## src/rtl/hubris_io_pkg.sv

```systemverilog
// Shared constants for the multi-channel output IO buffer.
// Overflow-mode encodings, counter widths and the channel-select width helper.
package hubris_io_pkg;

  localparam int OVF_STALL  = 0;
  localparam int OVF_DROP   = 1;
  localparam int DROP_CNT_W = 16;
  localparam int SIZE_W     = 32;

  // A single channel still needs a 1-bit select port.
  function automatic int chan_sel_w(input int n);
    return (n > 1) ? $clog2(n) : 1;
  endfunction

endpackage

```

## src/rtl/io_output_fifo.sv

```systemverilog
// Single-channel first-word-fall-through FIFO used by io_output_buffer_mc.
// Full/empty decisions come from the registered count, so a pop never frees a slot in the same cycle.
module io_output_fifo
  import hubris_io_pkg::*;
#(
  parameter int DATA_WIDTH = 8,
  parameter int DEPTH      = 16,
  localparam int PTR_W     = (DEPTH > 1) ? $clog2(DEPTH) : 1,
  localparam int CNT_W     = $clog2(DEPTH) + 1
) (
  input  logic                  clk,
  input  logic                  reset,
  input  logic                  push_req,
  input  logic [DATA_WIDTH-1:0] wr_data,
  input  logic                  rd_en,
  output logic [DATA_WIDTH-1:0] rd_data,
  output logic                  full,
  output logic                  accept,
  output logic [SIZE_W-1:0]     size
);

  // Plain array so benches can peek at storage hierarchically.
  reg [DATA_WIDTH-1:0] mem [0:DEPTH-1];

  logic [PTR_W-1:0] wr_ptr_reg;
  logic [PTR_W-1:0] rd_ptr_reg;
  logic [CNT_W-1:0] count_reg;
  logic [CNT_W-1:0] count_next;
  logic             push;
  logic             pop;

  assign full   = (count_reg == CNT_W'(DEPTH));
  assign push   = push_req && !full;
  assign pop    = rd_en && (count_reg != '0);
  assign accept = push;

  always_comb begin
    count_next = count_reg;
    if (push && !pop) begin
      count_next = count_reg + CNT_W'(1);
    end else if (pop && !push) begin
      count_next = count_reg - CNT_W'(1);
    end
  end

  // DEPTH is a power of two, so natural pointer overflow gives the wrap.
  always_ff @(posedge clk) begin
    if (reset) begin
      wr_ptr_reg <= '0;
      rd_ptr_reg <= '0;
      count_reg  <= '0;
    end else begin
      if (push) begin
        wr_ptr_reg <= wr_ptr_reg + PTR_W'(1);
      end
      if (pop) begin
        rd_ptr_reg <= rd_ptr_reg + PTR_W'(1);
      end
      count_reg <= count_next;
    end
  end

  always_ff @(posedge clk) begin
    if (push) begin
      mem[wr_ptr_reg] <= wr_data;
    end
  end

  assign rd_data = mem[rd_ptr_reg];
  assign size    = {{(SIZE_W - CNT_W){1'b0}}, count_reg};

endmodule

```

## src/rtl/io_output_buffer_mc.sv

```systemverilog
// Multi-channel output IO buffer: write demux into CHANNELS FIFOs with either
// backpressure or drop-newest overflow handling (sticky flag + saturating drop count).
module io_output_buffer_mc
  import hubris_io_pkg::*;
#(
  parameter int DATA_WIDTH    = 8,
  parameter int DEPTH         = 16,
  parameter int CHANNELS      = 2,
  parameter int OVERFLOW_MODE = OVF_STALL,
  localparam int CH_W         = chan_sel_w(CHANNELS)
) (
  input  logic                             clk,
  input  logic                             reset,
  input  logic                             wr_en,
  input  logic [CH_W-1:0]                  wr_chan,
  input  logic [DATA_WIDTH-1:0]            wr_data,
  output logic                             wr_ready,
  input  logic [CHANNELS-1:0]              rd_en,
  output logic [CHANNELS*DATA_WIDTH-1:0]   rd_data,
  output logic [CHANNELS*SIZE_W-1:0]       size_avai,
  output logic [CHANNELS-1:0]              overflow,
  input  logic [CHANNELS-1:0]              clear_overflow,
  output logic [CHANNELS*DROP_CNT_W-1:0]   drop_count
);

  logic [CHANNELS-1:0] full_vec;
  logic [CHANNELS-1:0] accept_vec;
  logic [CHANNELS-1:0] sel_vec;
  logic                sel_full;

  // An out-of-range channel matches nothing, leaving wr_ready high.
  always_comb begin
    sel_full = 1'b0;
    for (int c = 0; c < CHANNELS; c++) begin
      if (wr_chan == CH_W'(c)) begin
        sel_full = full_vec[c];
      end
    end
  end

  assign wr_ready = (OVERFLOW_MODE == OVF_DROP) ? 1'b1 : !sel_full;

  genvar gi;
  generate
    for (gi = 0; gi < CHANNELS; gi++) begin : g_chan
      logic                  drop;
      logic                  ovf_reg;
      logic [DROP_CNT_W-1:0] drop_cnt_reg;

      assign sel_vec[gi] = wr_en && (wr_chan == CH_W'(gi));

      io_output_fifo #(
        .DATA_WIDTH (DATA_WIDTH),
        .DEPTH      (DEPTH)
      ) u_fifo (
        .clk      (clk),
        .reset    (reset),
        .push_req (sel_vec[gi] && wr_ready),
        .wr_data  (wr_data),
        .rd_en    (rd_en[gi]),
        .rd_data  (rd_data[gi*DATA_WIDTH +: DATA_WIDTH]),
        .full     (full_vec[gi]),
        .accept   (accept_vec[gi]),
        .size     (size_avai[gi*SIZE_W +: SIZE_W])
      );

      assign drop = (OVERFLOW_MODE == OVF_DROP) && sel_vec[gi] && !accept_vec[gi];

      // A drop coinciding with a clear wins: flag stays set, count restarts at one.
      always_ff @(posedge clk) begin
        if (reset) begin
          ovf_reg      <= 1'b0;
          drop_cnt_reg <= '0;
        end else if (drop) begin
          ovf_reg <= 1'b1;
          if (clear_overflow[gi]) begin
            drop_cnt_reg <= DROP_CNT_W'(1);
          end else if (drop_cnt_reg != '1) begin
            drop_cnt_reg <= drop_cnt_reg + DROP_CNT_W'(1);
          end
        end else if (clear_overflow[gi]) begin
          ovf_reg      <= 1'b0;
          drop_cnt_reg <= '0;
        end
      end

      assign overflow[gi]                            = ovf_reg;
      assign drop_count[gi*DROP_CNT_W +: DROP_CNT_W] = drop_cnt_reg;
    end
  endgenerate

endmodule
```

## config.mk

```make
export PLATFORM = sky130hd
export DESIGN_NAME = io_output_buffer_mc
export DESIGN_NICKNAME = d
export VERILOG_FILES = /design/src/rtl/hubris_io_pkg.sv /design/src/rtl/io_output_fifo.sv /design/src/rtl/io_output_buffer_mc.sv
export SDC_FILE = /design/constraint.sdc
export NUM_CORES = 1
export LEC_CHECK = 0
export CORE_ASPECT_RATIO = 0.6
export CORE_MARGIN = 1
export CORE_UTILIZATION = 30
export CTS_CLUSTER_SIZE = 24
export DETAILED_ROUTE_END_ITERATION = 8
export GPL_ROUTABILITY_DRIVEN = 0
export PLACE_DENSITY_LB_ADDON = 0.12
export SYNTH_ARGS = -nofsm -noshare
export SYNTH_HDL_FRONTEND = slang
export SYNTH_HIERARCHICAL = 1
export SYNTH_SLANG_ARGS = --single-unit
```

## constraint.sdc

```tcl
create_clock -name clk -period 4.5 [get_ports clk]
set_input_delay 0.675 -clock clk [delete_from_list [all_inputs] [get_ports clk]]
set_output_delay 0.675 -clock clk [all_outputs]
set_load 0.02 [all_outputs]
```

* Word level (Yosys, flattened, before mapping)
Memory sizes are Yosys's and may differ from the RTL's. A register that Yosys moved wholly into a read port is not among the register bits.
Index checks and enable logic that the tools add are counted.
** Cells by class
- Bitwise operators :: 1
- Reductions and logical operators :: 23
- Multiplexer cells :: 13
- Equal/unequal tests :: 2
- $add $sub $neg :: 8
** Operators by type and width (number)
- 5-bit two-way mux :: 4
- 4-bit by 1-bit adder with 4-bit output, second input constant :: 4
- 4-bit two-way mux :: 4
- 1-bit logical AND :: 12
- 5-bit by 1-bit adder with 5-bit output, second input constant :: 2
- 5-bit == test, second input constant :: 2
- 5-bit nonzero test :: 2
- 5-bit by 1-bit subtractor with 5-bit output, second input constant :: 2
- 1-bit zero test :: 7
- 1-bit two-way mux :: 5
- 2-bit nonzero test :: 2
- 1-bit inverter :: 1
** Storage, ports and cells
- RAM bits :: 256
- Register bits after elaboration :: 26
- Output and inout port bits :: 115
- Memories :: 2
** Memory list
- g_chan[0].u_fifo.mem :: depth 16, bits a word 8, read ports 1, clocked after Yosys merged registers in 1, wr ports 1, RTL line io_output_fifo.sv:23 : reg [DATA_WIDTH-1:0] mem [0:DEPTH-1];
- g_chan[1].u_fifo.mem :: depth 16, bits a word 8, read ports 1, clocked after Yosys merged registers in 1, wr ports 1, RTL line io_output_fifo.sv:23

* Longest topological paths before layout
Gate-level depths: netlist of the first run.
- Depth after elaboration :: 9
- Depth in mapped cells :: 13

* Hierarchy
Netlist of the first run, hierarchy kept.
** Modules (own cells, without submodules)
- io_output_fifo :: cells an instance 339, area each 5964.5 um2, instances 2
- io_output_buffer_mc :: cells an instance 38, area each 285.3 um2, instances 1

* Worst setup path after synthesis of the first run
Ideal clock, no wire load.
- Kind :: reg-to-reg
- Start :: register g_chan[1].u_fifo.count_reg[0]
- End :: register g_chan[1].u_fifo.count_reg[4]
- Stages on the path, launching flop included :: 14
- Path slack :: 1.412 ns
- Arrival :: 2.967 ns
- Required time :: 4.379 ns
- Cell sequence :: dfxtp_1 > or4_1 > buf_2 > nor2_1 > and3b_1 > o21ai_4 > inv_2 > ha_1 > inv_1 > ha_1 > a21oi_1 > a211oi_1 > a31oi_1 > mux2_2
** Between the ends
- Cells in the longest elaborated chain, start to end :: 8
** Ends and longest elaborated chain
- start, declared :: RTL line io_output_fifo.sv:27 : logic [CNT_W-1:0] count_reg;
- start signal, assigned :: RTL line io_output_fifo.sv:59 : count_reg <= count_next;
- 5-bit == test * :: RTL line io_output_fifo.sv:32 : assign full = (count_reg == CNT_W'(DEPTH));
- net full_vec[1] :: RTL line io_output_buffer_mc.sv:26 : logic [CHANNELS-1:0] full_vec;
- 1-bit two-way mux :: RTL line io_output_buffer_mc.sv:35 : if (wr_chan == CH_W'(c)) begin
- 1-bit zero test :: RTL line io_output_buffer_mc.sv:41 : assign wr_ready = (OVERFLOW_MODE == OVF_DROP) ? 1'b1 : !sel_full;
- 1-bit logical AND :: RTL line io_output_buffer_mc.sv:58 : .push_req (sel_vec[gi] && wr_ready),
- 1-bit logical AND * :: RTL line io_output_fifo.sv:33 : assign push = push_req && !full;
- net accept_vec[1] :: RTL line io_output_buffer_mc.sv:27 : logic [CHANNELS-1:0] accept_vec;
- 1-bit zero test :: RTL line io_output_fifo.sv:41 : end else if (pop && !push) begin
- 1-bit logical AND :: RTL line io_output_fifo.sv:41
- 2-bit nonzero test (no line)
The timed path passes the listed nets; every way through them passes the cells marked *. The select of a mux whose other input is x is not followed.
A chain may end at the register's enable or synchronous reset.

==> results by group, run 1 <==
STA
  • Fin. max-slew vios: 0
  • Final setup violation count: 0
  • Least-Margin Pin Slew: 1.33 ns
  • Unrepaired setup endpoints after global routing: no
  • Worst slew margin: 0.113
  • Setup TNS: 0 ns
  • Final hold violation count: 0
  • Final setup margin: 0.609 ns
  • Max frequency: 257 MHz
  • Setup Skew: 0.0232 ns
  • Fin crit share: 0.865
  • Fin crit period: 3.89 ns

Worst setup path
  • Critical path class: flip-flop to output pin
  • Required time of the critical path: 3.83 ns
  • CP Data Arrival Time: 3.22 ns
  • Startpoint Class: flip-flop
  • CP max stage delay: 0.81 ns
  • Crit path capture type: output pin
  • R2R depth: 12
  • Top delay family on crit path: buffers and inverters
  • Cell chain of the critical path: buf_12 -> mux4_2 -> a22oi_1 -> nand2_1 -> clkdlybuf4s50_1
  • Crit-path slowest cell: dfxtp_2
  • R2r startpoint: g_chan[0].u_fifo/count_reg[0]
  • Stages on worst setup path: 5
  • Buf/Inv on CP: 2
  • CP max FO: 18

Detailed routing
  • DRC violation count after routing: 0
  • Post-Route WL: 28.6 mm
  • Post-route ant nets: 0
  • Via density per instance: 4.63
  • Total number of vias: 6,119
  • WL/cell: 21.6 um
  • DR iter-0 viols: 399
  • DR pass1 iterations: 5

Global routing
  • Initial antenna violation count: 0
  • Vias in the first global route: 6,048
  • Largest net degree at the start of global routing: 33
  • First-pass GRT wire length: 41.2 mm
  • Global Route Usage Sum: 0.137
  • Total grt overflow: 0

Place
  • Dpl ws: 0.556 ns
  • Port bufs: 40
  • Post-DP HPWL: 18.9 mm

Cells and area
  • Antenna Cells: 0
  • Max reg flops: 256
  • Most frequent cells in the layout: 256 x edfxtp_1, 88 x conb_1, 64 x mux4_2
  • Final core utilization: 0.351
  • Filler Cell Count: 3,733
  • Layout cells sized above 1: 0.183
  • Area delta synth->final: 13.7%
  • Commonest non-fill, non-tap cell in the layout: edfxtp_1
  • Nets: 812

Synth
  • Mapped Area: 12,200 sq um
  • Post-synth EDFFs: 256
  • Top cell type by total area after synthesis: edfxtp_1
  • Ys async rst share: 0
  • Distinct cell type count after synthesis: 37
  • Synth Flop Type: edfxtp_1
  • Top cell type's share of synthesized area: 0.629
  • Yosys synthesis warning count: 6
  • Synth Instances: 716
  • Sequential element share of the synthesized area: 0.685
  • Synth Area per Inst: 17.1 sq um
  • Synth area leaders: edfxtp_1 63%, mux4_2 12%, dfxtp_1 5.6%
  • #FFs+latches synth: 290

Floorplanning
  • Die Y: 158 um
  • Die ar.: 41,600 sq um
  • Initial core utilization: 0.309
  • Number of core rows: 56
  • Die width: 262 um
  • Top-Level Pins: 131
  • Core area: 39,600 sq um

Outcome
  • Status: complete, no violations

Power and ir drop
  • Peak supply drop: 254 uV
  • PD cells: 533 nW/um^2
  • Static leakage: 0.00462 uW
  • Power consumption: 7400 uW

CTS
  • Sink Count: 290
  • CTS root buf: clkbuf_16
  • CTS Buffer Depth: 3
  • CTS clk-pin slew, worst paths: 0.07 ns
  • CTS tree: yes
  • CTS resizes: 0
  • Count of hold-fix buffers inserted at cts: 0
  • Postcts setup bufs: 0
  • Worst skew pair latency: 0.57 ns
  • Total CTS buffers: 29
  • H-tree depth: 1

Worst hold path
  • WHS Path Cells: 2
  • Hold Crit Start: g_chan[1].u_fifo/wr_ptr_reg[1]
  • Class of the worst hold path: flip-flop to flip-flop

Run
  • Max-cap violation count: 0
where the power goes:
group	internal (uW)	total, uW	switching, uW
Clock	1250	2260	1020
Combinational	891	1930	1040
Sequential	3040	3200	168
path summary, 6_finish.rpt:
kind | end | slack [ns]
setup reg to reg | g_chan[0].u_fifo/count_reg[4] | 0.77
setup / recovery | rd_data[12] | 0.61
hold reg to reg | g_chan[1].u_fifo/wr_ptr_reg[1] | 0.52
hold / removal | g_chan[1].u_fifo/wr_ptr_reg[1] | 0.52
cell usage after synthesis (all sizes together) (10+ instances only):
master / n
a21oi: 10
edfxtp: 256
inv: 18
xor2: 10
buf: 102
mux4: 64
a22oi: 32
nand2: 22
dfxtp: 34
and2: 18
nor4: 12
clkbuf: 18
ha: 18
nor2: 44
worst register-to-register path: cells and delay by family (launching register included):
family	cells	cell delay, ns
and+or+nand+nor	3	1.32
AOI/OAI and AO/OA	4	0.69
adders and majority gates	2	0.52
DFF	1	0.47
muxes	1	0.35
buffers and inverters	2	0.27
kinds of logic after synthesis:
kind of cell | Yosys count | share of synthesized area
and+or+nand+nor | 120 | 0.0499
AOI/OAI and AO/OA | 58 | 0.0365
adders and majority gates | 20 | 0.0217
buffers and inverters | 138 | 0.0705
xor gates and xnor gates | 16 | 0.0115
DFF | 290 | 0.685
muxes | 71 | 0.124
other | 3 | 0.000922
metal layers:
layer	wire, um	global-route usage	part of all wire
met5	0	0	0
met3	1520	0.0295	0.053
met2	12300	0.203	0.43
met4	437	0.0272	0.015
met1	14300	0.207	0.50
metrics by stage:
stage | instances | hold slack (ns) | cell area, sq um
floorplan | 801 | 0.481 | 12500
global placement | 1267 | 0.497 | 13000
detailed placement | 1267 | 0.509 | 13000
CTS | 1321 | 0.520 | 13900
global route | 1321 | 0.551 | 13900
finish | 1321 | 0.521 | 13900
layout make-up:
| class | instances | area [sq um] | share of cell area |
|---|---|---|---|
| inverters | 18 | 67.6 | 0.00487 |
| clock inverters | 19 | 133 | 0.00955 |
| flip-flops and latches | 290 | 8370 | 0.603 |
| multi-input cells | 373 | 3300 | 0.238 |
| repair buffers | 64 | 606 | 0.0436 |
| clock buffers | 35 | 748 | 0.0539 |
| well taps | 522 | 653 | 0.0470 |
No activity file was read; power rests on OpenSTA's default activity.
==> run 2, diff against run 1 <==
--- a/config.mk
+++ b/config.mk
@@ -10,6 +10,7 @@
 export CORE_UTILIZATION = 30
 export CTS_CLUSTER_SIZE = 24
 export DETAILED_ROUTE_END_ITERATION = 8
+export DONT_BUFFER_PORTS = 1
 export GPL_ROUTABILITY_DRIVEN = 0
 export PLACE_DENSITY_LB_ADDON = 0.12
 export SYNTH_ARGS = -nofsm -noshare
==> constraint.sdc (replaced) <==
create_clock -name clk -period 5.1 [get_ports clk]
set_input_delay 0.765 -clock clk [delete_from_list [all_inputs] [get_ports clk]]
set_output_delay 0.765 -clock clk [all_outputs]
set_load 0.02 [all_outputs]
==> results by group, run 2 (same netlist as run 1, synthesis figures left out) <==
Outcome
  • Status: complete, no violations

Worst setup path
  • Critical path class: flip-flop to output pin
  • CP endpoint: rd_data[15]
  • CP Data Arrival Time: 2.94 ns (-0.28 ns)
  • Top delay family on crit path: flip-flops
  • Buf/Inv on CP: 1 (-1)
  • R2r startpoint: g_chan[0].u_fifo/count_reg[0]
  • Required time of the critical path: 4.34 ns (+0.51 ns)
  • Crit-path slowest cell: dfxtp_1
  • Cell chain of the critical path: buf_4 -> mux4_2 -> a22oi_1 -> nand2_1
  • R2R Path End: g_chan[0].u_fifo/count_reg[4]
  • R2R depth: 13 (+1)
  • Setup slack, reg-to-reg: 1.42 ns (+0.65 ns)
  • Startpoint Class: flip-flop
  • CP max stage delay: 0.91 ns (+0.10 ns)
  • Crit path capture type: output pin
  • CP max FO: 16 (-2)
  • Stages on worst setup path: 4 (-1)

Run
  • Max-cap violation count: 0 (unchanged)

Floorplanning
  • Number of core rows: 56 (unchanged)
  • Core area: 39,600 sq um (unchanged)
  • Top-Level Pins: 131 (unchanged)
  • Initial core utilization: 0.309 (unchanged)
  • Die Y: 158 um (unchanged)
  • Die width: 262 um (unchanged)
  • Die ar.: 41,600 sq um (unchanged)

Cells and area
  • Commonest non-fill, non-tap cell in the layout: edfxtp_1
  • Max reg flops: 256 (unchanged)
  • Filler Cell Count: 3,734 (+0.027%)
  • Most frequent cells in the layout: 256 x edfxtp_1, 88 x conb_1, 64 x mux4_2
  • Register area: 8370 sq um (unchanged)
  • Antenna Cells: 0 (unchanged)
  • Area delta synth->final: 9.85%
  • Final instance area: 13,400 sq um (-3.3%)
  • Nets: 763 (-6.0%)
  • Final core utilization: 0.339 (-0.0117)
  • Multi-input logic area: 3300 sq um (unchanged)
  • Layout cells sized above 1: 0.183 (about the same)

Detailed routing
  • Total number of vias: 5,833 (-4.7%)
  • DR iter-0 viols: 501 (+26%)
  • WL/cell: 22.1 um (+2.0%)
  • Via density per instance: 4.59 (-1.0%)
  • DRC violation count after routing: 0 (unchanged)
  • Post-route ant nets: 0 (unchanged)
  • Post-Route WL: 28.1 mm (-1.8%)
  • DR pass1 iterations: 5 (unchanged)

STA
  • Unrepaired setup endpoints after global routing: no
  • Least-Margin Pin Slew: 1.04 ns (-0.291 ns)
  • Max frequency: 270 MHz
  • Final setup violation count: 0 (unchanged)
  • Fin. max-slew vios: 0 (unchanged)
  • Worst slew margin: 0.307 (+0.194)
  • Fin crit share: 0.726
  • Setup TNS: 0 ns (unchanged)
  • Setup Skew: 0.0256 ns (+0.00244 ns)
  • Final hold violation count: 0 (unchanged)
  • Fin crit period: 3.70 ns
  • Fin Hold WS: 0.258 ns (-0.263 ns)
  • Final setup margin: 1.40 ns (+0.789 ns)

CTS
  • Sink Count: 290 (unchanged)
  • CTS resizes: 0 (unchanged)
  • Postcts setup bufs: 0 (unchanged)
  • CTS clk-pin slew, worst paths: 0.06 ns (about the same)
  • CTS Buffer Depth: 3 (unchanged)
  • Total CTS buffers: 29 (unchanged)
  • Count of hold-fix buffers inserted at cts: 0 (unchanged)
  • Worst skew pair latency: 0.58 ns (about the same)
  • H-tree depth: 1 (unchanged)
  • CTS root buf: clkbuf_16
  • CTS tree: yes

Place
  • Dpl ws: 1.36 ns (+0.805 ns)
  • Post-DP HPWL: 18.5 mm (-2.4%)
  • Port bufs: 0 (-100%)
  • Post-placement cell area: 12,500 sq um (-3.8%)

Power and ir drop
  • Reg power frac: 0.458 (+0.025)
  • Static leakage: 0.00442 uW (-4.3%)
  • Switch share: 0.298 (-0.00327)
  • Switch Pwr: 1890 uW (-15%)
  • Int Pwr: 4450 uW (-14%)
  • PD cells: 473 nW/um^2 (-11%)
  • Comb pwr share: 0.216 (-0.045)
  • Peak supply drop: 212 uV (-17%)
  • Power share of the clock group: 0.326 (+0.020)

Global routing
  • Largest net degree at the start of global routing: 35 (+6.1%)
  • Global Route Usage Sum: 0.136 (-0.00139)
  • Vias in the first global route: 5,833 (-3.6%)
  • Total grt overflow: 0 (unchanged)
  • First-pass GRT wire length: 40.5 mm (-1.5%)
  • Initial antenna violation count: 1 (+1)

Worst hold path
  • Class of the worst hold path: input pin to flip-flop
run 2: cell count changes in the layout (fill, tap and decap cells not counted), moves of 2 or more:
cell,delta
clkbuf_1,+5
clkdlybuf4s50_1,-40
clkinv_4,-2
clkinv_1,-5
buf_12,-2
buf_4,-7
run 2: per-stage QoR:
step / std cells / power, uW
after floorplan: 801 / 4030
after global placement: 1218 / 4330
after detailed placement: 1218 / 4350
after CTS: 1272 / 6440
after global routing: 1272 / 6640
final: 1272 / 6340
run 2: power groups by stage:
stage / Clock (uW) / Combinational (uW) / Sequential [uW]
after floorplan: 0 / 1200 / 2830
after global placement: 0 / 1360 / 2960
after detailed placement: 0 / 1380 / 2970
after CTS: 2140 / 1390 / 2920
after global routing: 2210 / 1490 / 2940
final: 2060 / 1370 / 2910
run 2: area by class of cell:
cell class,count,share of cell area
clock buffer,41,0.0582
clock inverter,13,0.00960
inverter,18,0.00504
multi-input combinational,373,0.246
sequential,290,0.624
tap,522,0.0487
timing repair buffer,15,0.00839
run 2: worst min path at each step:
stage	end	slack (ns)	depth (start not counted)	start
after floorplan	g_chan[0].u_fifo/wr_ptr_reg[1]	0.48	2	g_chan[0].u_fifo/wr_ptr_reg[1]
after global placement	g_chan[1].u_fifo/wr_ptr_reg[1]	0.50	2	g_chan[1].u_fifo/wr_ptr_reg[1]
after detailed placement	g_chan[0].u_fifo/wr_ptr_reg[1]	0.51	2	g_chan[0].u_fifo/wr_ptr_reg[1]
after CTS	flip-flop	0.22	1	reset
after global routing	g_chan[1].u_fifo/count_reg[0]	0.23	1	reset
final	g_chan[1].u_fifo/count_reg[0]	0.26	1	reset
run 2: routing by layer:
metal / global-route usage / up-vias / wire [um]
li1: - / 2610 / -
met1: 0.208 / 3075 / 14300
met2: 0.197 / 109 / 11800
met3: 0.0303 / 39 / 1460
met4: 0.0269 / 0 / 460
met5: 0 / - / 0
==> run 3, diff against run 2 <==
==> constraint.sdc (replaced) <==
create_clock -name clk -period 3.04 [get_ports clk]
set_input_delay 0.456 -clock clk [delete_from_list [all_inputs] [get_ports clk]]
set_output_delay 0.456 -clock clk [all_outputs]
set_load 0.02 [all_outputs]
==> results by group, run 3 (same netlist as run 1, synthesis figures left out) <==
Outcome
  • Status: complete, no violations

Worst hold path
  • Hold Crit Start: reset
  • WHS Path Cells: 2 (+1)
  • Class of the worst hold path: input pin to flip-flop
  • Hold worst-path end: g_chan[0].u_fifo/count_reg[3]

STA
  • Least-Margin Pin Slew: 1.11 ns (+0.0762 ns)
  • Fin crit period: 3.00 ns
  • Fin. max-slew vios: 0 (unchanged)
  • Worst slew margin: 0.256 (-0.0510)
  • Max frequency: 334 MHz
  • Unrepaired setup endpoints after global routing: yes
  • Setup TNS: 0 ns (unchanged)
  • Setup Skew: 0.0127 ns (-0.0129 ns)
  • Final hold violation count: 0 (unchanged)
  • Final setup violation count: 0 (unchanged)
  • Fin crit share: 0.986

Floorplanning
  • Die Y: 158 um (unchanged)
  • Top-Level Pins: 131 (unchanged)
  • Die ar.: 41,600 sq um (unchanged)
  • Die width: 262 um (unchanged)
  • Number of core rows: 56 (unchanged)
  • Core area: 39,600 sq um (unchanged)
  • Initial core utilization: 0.309 (unchanged)

Worst setup path
  • Crit path capture type: output pin
  • Setup slack, reg-to-reg: 0.06 ns (-1.36 ns)
  • CP Data Arrival Time: 2.54 ns (-0.40 ns)
  • CP max FO: 12 (-4)
  • R2R Path End: g_chan[1].u_fifo/count_reg[4]
  • Critical path class: flip-flop to output pin
  • Top delay family on crit path: multiplexers
  • CP max stage delay: 0.56 ns (-0.35 ns)
  • Crit-path slowest cell: mux4_2
  • R2R depth: 12 (-1)
  • Required time of the critical path: 2.58 ns (-1.76 ns)
  • Startpoint Class: flip-flop
  • R2r startpoint: g_chan[1].u_fifo/count_reg[0]
  • Buf/Inv on CP: 0 (-1)
  • Cell chain of the critical path: mux4_2 -> a22oi_1 -> nand2_1

Place
  • Post-DP HPWL: 18.9 mm (+2.3%)
  • Post-Place Cells: 1,233 (+1.2%)
  • Port bufs: 0 (unchanged)
  • Post-placement cell area: 12,600 sq um (+1.0%)

CTS
  • Sink Count: 290 (unchanged)
  • CTS clk-pin slew, worst paths: 0.06 ns (about the same)
  • CTS Buffer Depth: 3 (unchanged)
  • H-tree depth: 1 (unchanged)
  • Total CTS buffers: 29 (unchanged)
  • Postcts setup bufs: 0 (unchanged)
  • CTS tree: yes
  • CTS root buf: clkbuf_16
  • Worst skew pair latency: 0.56 ns (-0.02 ns)

Cells and area
  • Nets: 787 (+3.1%)
  • Area delta synth->final: 13.0%
  • Max reg flops: 256 (unchanged)
  • Final Non-Filler Cells: 1,296 (+1.9%)
  • Final core utilization: 0.349 (+0.00977)
  • Register area: 8380 sq um (about the same)
  • Final instance area: 13,800 sq um (+2.9%)
  • Filler Cell Count: 3,739 (+0.13%)
  • Multi-input logic area: 3340 sq um (+1.0%)
  • Layout cells sized above 1: 0.230 (+0.0476)
  • Most frequent cells in the layout: 256 x edfxtp_1, 88 x conb_1, 64 x mux4_2
  • Commonest non-fill, non-tap cell in the layout: edfxtp_1

Detailed routing
  • WL/cell: 22.5 um (+2.1%)
  • Post-Route WL: 29.2 mm (+4.0%)
  • DRC violation count after routing: 0 (unchanged)
  • Post-route ant nets: 0 (unchanged)
  • Via density per instance: 4.62 (+0.67%)
  • DR iter-0 viols: 493 (-1.6%)
  • Total number of vias: 5,983 (+2.6%)
  • DR pass1 iterations: 4 (-1)

Power and ir drop
  • Peak supply drop: 458 uV (+120%)
  • Power consumption: 11,100 uW (+75%)
  • PD cells: 803 nW/um^2 (+70%)
  • Static leakage: 0.00460 uW (+4.1%)

Run
  • Max-cap violation count: 0 (unchanged)

Global routing
  • Vias in the first global route: 5,918 (+1.5%)
  • Largest net degree at the start of global routing: 33 (-5.7%)
  • Global Route Usage Sum: 0.139 (+0.00326)
  • Initial antenna violation count: 0 (-1)
  • First-pass GRT wire length: 41.5 mm (+2.4%)
  • Total grt overflow: 0 (unchanged)
==> run 3: cell count changes in the layout (fill, tap and decap cells not counted), sizes merged <==
cell	change
bufinv	+1
clkinvlp	+2
dlygate4sd3	+1
diode	+1
clkinv	-4
buf	+23
==> run 3: what timing repair did <==
item / CTS / global route
endpoints found under the hold margin: 286 / 0
pin swaps: 0 / 0
hold buffers: 9 / 0
setup endpoints to repair: 9 / 7
gates resized for setup: 4 / 10
==> run 3: cell type report <==
| type | instances | share of cell area |
|---|---|---|
| Tap cell | 522 | 0.0473 |
| Antenna cell | 1 | 0.000181 |
| Sequential cell | 290 | 0.607 |
| Clock inverter | 12 | 0.0110 |
| Multi-Input combinational cell | 373 | 0.242 |
| Inverter | 18 | 0.00489 |
| Clock buffer | 41 | 0.0580 |
| Timing Repair Buffer | 39 | 0.0301 |
==> run 3: worst max-delay path by stage <==
stage               slack [ns]  cells past startpoint                             to
finish                    0.04                      3                    rd_data[14]
detailed placement       -0.02                     12  g_chan[1].u_fifo/count_reg[4]
CTS                      0.007                      4                    rd_data[10]
floorplan                 0.01                     13  g_chan[0].u_fifo/count_reg[4]
global route             -0.05                     12  g_chan[1].u_fifo/count_reg[4]
global placement         -0.01                     12  g_chan[1].u_fifo/count_reg[4]
==> run 3: routing by layer <==
| layer | up-vias | track usage | part of all wire |
|---|---|---|---|
| li1 | 2654 | - | - |
| met1 | 3180 | 0.217 | 0.51 |
| met2 | 115 | 0.201 | 0.43 |
| met3 | 34 | 0.0263 | 0.042 |
| met4 | 0 | 0.0266 | 0.016 |
| met5 | - | 0 | 0 |
==> run 3: report_power, final <==
group / total (uW) / switching, uW / internal (uW)
clock: 3600 / 1510 / 2090
combinational: 2860 / 1670 / 1190
sequential: 4620 / 123 / 4490
total: 11100 / 3310 / 7770
==> run 3: through the flow <==
stage	setup WS, ns	hold WS [ns]
3_5_place_dp	-0.0166	0.505
2_1_floorplan	0.00961	0.481
6_report	0.0422	0.117
3_3_place_gp	-0.0136	0.506
5_1_grt	-0.0495	0.0952
4_1_cts	0.00651	0.0794
